## src/rtl/cla_mult_seq.sv

```systemverilog
// cla_mult_seq: sequential unsigned shift-and-add multiplier for the calculator
// datapath. A single N+1-bit carry-lookahead adder is reused over N iterations
// to build a 2N-bit product behind a start/busy/done handshake.
//
// Optional feature macro: CLA_MULT_EARLY_TERM_EN
//   When defined, a RUN cycle whose remaining multiplier bits are all zero
//   aligns the accumulator in one shift and finishes early.
//   When undefined, every operation takes N RUN cycles plus the DONE cycle.
module cla_mult_seq #(
  parameter int N = 8
) (
  input  logic           clk,
  input  logic           rst_n,
  input  logic           start,
  input  logic [N-1:0]   a,
  input  logic [N-1:0]   b,
  output logic           busy,
  output logic           done,
  output logic [2*N-1:0] product
);

  localparam int CW = $clog2(N) + 1;

  typedef enum logic [1:0] {
    IDLE = 2'd0,
    RUN  = 2'd1,
    DONE = 2'd2
  } state_t;

  state_t           state_q, state_d;
  logic [N-1:0]     mcand_q, mcand_d;
  logic [N:0]       acc_hi_q, acc_hi_d;
  logic [N-1:0]     acc_lo_q, acc_lo_d;
  logic [CW-1:0]    count_q, count_d;
  logic [2*N-1:0]   product_q, product_d;
  logic             busy_q, busy_d;
  logic             done_q, done_d;

  logic [N:0]       addend;
  logic [N:0]       sum;
  logic [2*N:0]     shifted;

`ifdef CLA_MULT_EARLY_TERM_EN
  logic [CW-1:0]    remaining;
  logic [N-1:0]     unconsumed;
  logic [2*N:0]     aligned;
`endif

  // Carry-lookahead adder with carry-in tied to zero. Carries are resolved
  // with full lookahead inside 4-bit groups; each group takes the carry out of
  // the group below it.
  function automatic logic [N:0] cla_add(input logic [N:0] x, input logic [N:0] y);
    logic [N:0] g;
    logic [N:0] p;
    logic [N:0] c;
    logic       pp;
    int         gs;
    g = x & y;
    p = x ^ y;
    c = '0;
    for (int i = 0; i < N; i++) begin
      gs = (i / 4) * 4;
      c[i+1] = g[i];
      pp = p[i];
      for (int j = i - 1; j >= gs; j--) begin
        c[i+1] = c[i+1] | (pp & g[j]);
        pp = pp & p[j];
      end
      c[i+1] = c[i+1] | (pp & c[gs]);
    end
    return p ^ c;
  endfunction

  // Next-state, datapath step and registered-output decode for the multiplier.
  always_comb begin
    state_d   = state_q;
    mcand_d   = mcand_q;
    acc_hi_d  = acc_hi_q;
    acc_lo_d  = acc_lo_q;
    count_d   = count_q;
    product_d = product_q;

    addend  = acc_lo_q[0] ? {1'b0, mcand_q} : '0;
    sum     = cla_add(acc_hi_q, addend);
    shifted = {sum, acc_lo_q} >> 1;

`ifdef CLA_MULT_EARLY_TERM_EN
    remaining  = CW'(N) - count_q;
    unconsumed = acc_lo_q << count_q;
    aligned    = {acc_hi_q, acc_lo_q} >> remaining;
`endif

    case (state_q)
      IDLE, DONE: begin
        state_d = IDLE;
        if (start) begin
          mcand_d  = a;
          acc_lo_d = b;
          acc_hi_d = '0;
          count_d  = '0;
          state_d  = RUN;
        end
      end
      RUN: begin
        {acc_hi_d, acc_lo_d} = shifted;
        count_d = count_q + CW'(1);
        if (count_q == CW'(N - 1)) begin
          product_d = shifted[2*N-1:0];
          state_d   = DONE;
        end
`ifdef CLA_MULT_EARLY_TERM_EN
        if (unconsumed == '0) begin
          {acc_hi_d, acc_lo_d} = aligned;
          product_d = aligned[2*N-1:0];
          state_d   = DONE;
        end
`endif
      end
      default: state_d = IDLE;
    endcase

    busy_d = (state_d == RUN);
    done_d = (state_d == DONE);
  end

  // State and datapath registers; reset discards any in-flight operation.
  always_ff @(posedge clk or negedge rst_n) begin
    if (!rst_n) begin
      state_q   <= IDLE;
      mcand_q   <= '0;
      acc_hi_q  <= '0;
      acc_lo_q  <= '0;
      count_q   <= '0;
      product_q <= '0;
      busy_q    <= 1'b0;
      done_q    <= 1'b0;
    end else begin
      state_q   <= state_d;
      mcand_q   <= mcand_d;
      acc_hi_q  <= acc_hi_d;
      acc_lo_q  <= acc_lo_d;
      count_q   <= count_d;
      product_q <= product_d;
      busy_q    <= busy_d;
      done_q    <= done_d;
    end
  end

  assign busy    = busy_q;
  assign done    = done_q;
  assign product = product_q;

endmodule
```

## config.mk

```make
export PLATFORM = sky130hd
export DESIGN_NAME = cla_mult_seq
export DESIGN_NICKNAME = d
export VERILOG_FILES = /design/src/rtl/cla_mult_seq.sv
export SDC_FILE = /design/constraint.sdc
export NUM_CORES = 1
export LEC_CHECK = 0
export ABC_AREA = 0
export CELL_PAD_IN_SITES_DETAIL_PLACEMENT = 2
export CELL_PAD_IN_SITES_GLOBAL_PLACEMENT = 2
export CORE_MARGIN = 2
export CORE_UTILIZATION = 30
export DETAILED_ROUTE_END_ITERATION = 10
export HOLD_SLACK_MARGIN = 0.02
export PLACE_DENSITY_LB_ADDON = 0.1
export SYNTH_ARGS = -nofsm -noshare
export SYNTH_HDL_FRONTEND = slang
export SYNTH_SLANG_ARGS = --single-unit
```

## constraint.sdc

```tcl
create_clock -name clk -period 1.92 [get_ports clk]
set_clock_uncertainty 0.1 [all_clocks]
set_input_delay 0.288 -clock clk [delete_from_list [all_inputs] [get_ports clk]]
set_output_delay 0.288 -clock clk [all_outputs]
set_load 0.02 [all_outputs]
```

==> results.json <==
{
  "finalHoldViolations": 0,
  "antennaDiodeCount": 0,
  "die_h_um": 89.1,
  "hold_path.class": "primary input to async pin",
  "reg2reg_slack_ns": -0.19,
  "grtUsageMet1_pct": 20.4,
  "grt_overflow": 0,
  "dp_hpwl_um": 4150,
  "crit_arrival_ns": 2.21,
  "layout_setup_ws_ns": -0.194,
  "busiest_layer": "met2",
  "worst_pin_slew_ns": 0.479,
  "syn_to_final_growth_pct": 39.2,
  "die_area_sq_um": 7950,
  "grt_use_met2_pct": 28.0,
  "vias": 1725,
  "drv_slew": 0,
  "synth_area_per_cell_sq_um": 10.1,
  "drc": 0,
  "core.rowCount": 31,
  "violations": "setup timing",
  "antenna_found_initial": 0,
  "status": "finished with violations",
  "cp_max_fo": 6,
  "timing_worst_setup_path_type": "flop to flop",
  "yosysUniqueCellTypes": 32,
  "total_power_mw": 5.06,
  "wl_um": 5950,
  "root_buffer": "clkbuf_8",
  "die_w_um": 89.1,
  "finalSetupTns_ns": -1.09,
  "cts_buffers": 5,
  "synth_seq_cells": 48,
  "setup_viol": 8,
  "ant_nets": 0,
  "clock_latency_ns": 0.30,
  "io_buffers": 36,
  "grt_use_total_pct": 16.2,
  "clock.fmax_mhz": 473,
  "core-area_sq_um": 7140,
  "first_pass_iters": 4,
  "setup.worst_path.end_class": "flop",
  "cts.reportedPaths.clkPinSlew_ns": 0.09,
  "cpPeakStageDelay_ns": 0.46,
  "grt_pass1_wl_um": 9580,
  "leakage_nw": 1.45,
  "yosys_warnings": 0,
  "initial_core_util_pct": 30.5,
  "cts.sinks": 48,
  "nets": 299,
  "via_per_inst": 4.67,
  "cts_tree": "done",
  "r2r.worst_path.cells": 7,
  "gp_congestion": 0.745,
  "clk_path_buf_depth": 2,
  "cap_violations": 0,
  "seq_area_frac_synth_pct": 55.2,
  "wl_per_cell_um": 16.1,
  "use_met3_pct": 4.06,
  "worstPathCellList": "and2_4 > ha_4 > a41o_1 > a21oi_4 > fa_2 > xnor2_1 > mux2_2",
  "p_per_area_nw_per_um2": 1670,
  "final_util_pct": 42.4,
  "mostFrequentLayoutCell": "nand2_1",
  "layout_common_cells": "80 x nand2_1, 47 x dfrtp_1, 35 x clkdlybuf4s50_1",
  "slowest_stage": "dfrtp_2",
  "relSlewSlack_pct": 68.0,
  "drtIter0Drc": 43,
  "n_fill_cell": 775,
  "worstSetupStartpointType": "flop",
  "cts_max_level": 2,
  "synthesis.area_sq_um": 2170,
  "worstPathRequired_ns": 2.01,
  "fin_crit_ns": 2.11,
  "io_pins": 37,
  "syn_nets": 245,
  "pre_cts_ws_ns": -0.235,
  "grt_pass1_vias": 1885,
  "finalCritPeriodShare_pct": 110,
  "synth_cells": 215,
  "vdd_ir_drop_max_mv": 0.523,
  "grt_max_degree": 32,
  "drive_gt1_share_pct": 20.0,
  "grt_setup_unrepaired": "yes",
  "r2r-end": "product[12]",
  "r2r_start": "acc_lo_q[0]"
}
critical path: cells and delay by family (launching register included):
| kind | cells | cell delay [ns] |
|---|---|---|
| fa+ha+maj | 2 | 0.61 |
| flops | 1 | 0.46 |
| mux | 1 | 0.27 |
| compound gates | 2 | 0.25 |
| simple gates | 1 | 0.16 |
| xor+xnor | 1 | 0.15 |
state kept, by name, summed over array words and instances (netlist names):
register / cells
count_q: 4
mcand_q: 8
state_q: 2
product: 16
done: 1
acc_hi_q: 8
busy: 1
acc_lo_q: 8
per-layer routing:
| layer | routed length (um) | share of wire, % |
|---|---|---|
| met5 | 0 | 0 |
| met4 | 54 | 0.91 |
| met3 | 162 | 2.7 |
| met2 | 3080 | 52 |
| met1 | 2660 | 45 |
worst max-delay path by stage:
stage / cells after the start / slack (ns) / endpoint / startpoint
final: 7 / -0.19 / product[12] / acc_lo_q[0]
after detailed placement: 6 / -0.24 / acc_hi_q[3] / acc_lo_q[0]
after global routing: 8 / -0.26 / product[14] / acc_lo_q[0]
after floorplan: 7 / -0.09 / product[12] / acc_lo_q[0]
after CTS: 7 / -0.21 / product[12] / acc_lo_q[0]
after global placement: 7 / -0.18 / product[12] / acc_lo_q[0]
logic make-up after synthesis:
kind of cell    synth area share [%]
simple gates                    19.1
flops                           55.2
compound gates                  11.7
buf+inv                         2.70
fa+ha+maj                       7.02
xor+xnor                        2.01
mux                             2.19
synth_stat cells, drive strengths merged:
| master | n | area share (%) |
|---|---|---|
| a21o | 4 | 1.4 |
| a21oi | 3 | 0.86 |
| a22o | 7 | 2.8 |
| a22oi | 8 | 2.8 |
| a31oi | 1 | 0.29 |
| a41o | 1 | 0.46 |
| and2 | 8 | 2.3 |
| buf | 5 | 1.3 |
| clkbuf | 3 | 0.52 |
| dfrtp | 48 | 55 |
| fa | 2 | 1.8 |
| ha | 9 | 5.2 |
| inv | 5 | 0.86 |
| mux2 | 3 | 1.7 |
| mux2i | 1 | 0.46 |
| nand2 | 82 | 14 |
| nand2b | 2 | 0.58 |
| nand3 | 1 | 0.23 |
| nand4 | 1 | 0.29 |
| nor2 | 3 | 0.86 |
| nor2b | 2 | 0.58 |
| o21ai | 9 | 2.1 |
| o21bai | 1 | 0.52 |
| o31ai | 1 | 0.58 |
| xnor2 | 3 | 1.2 |
| xor2 | 2 | 0.81 |
metrics by stage:
step | instance area (sq um) | cells | hold WS, ns
global route | 3030 | 369 | 0.385
finish | 3030 | 369 | 0.353
CTS | 2920 | 366 | 0.360
floorplan | 2230 | 215 | -0.108
global placement | 2790 | 356 | 0.165
detailed placement | 2790 | 356 | 0.163
where the power goes:
| group | internal (mW) | switching (mW) | total (mW) |
|---|---|---|---|
| clock | 0.387 | 0.340 | 0.727 |
| sequential | 1.46 | 0.326 | 1.79 |
| combinational | 1.24 | 1.31 | 2.54 |
layout make-up:
cell class | instances | area, sq um | share of cell area, %
Sequential cell | 48 | 1200 | 39.7
Clock inverter | 2 | 35.0 | 1.16
Tap cell | 99 | 124 | 4.09
Multi-Input combinational cell | 154 | 1060 | 35.0
Clock buffer | 6 | 72.6 | 2.40
Inverter | 5 | 18.8 | 0.620
Timing Repair Buffer | 55 | 517 | 17.1
what timing repair did:
item	4_1_cts	5_1_grt
gates resized for setup	5	13
hold endpoints to repair	17	0
buffers inserted	1	3
endpoints found under the setup margin	11	15
pin swaps	5	6
hold buffers	1	0
Note: power is estimated with default switching activity, not from simulation.
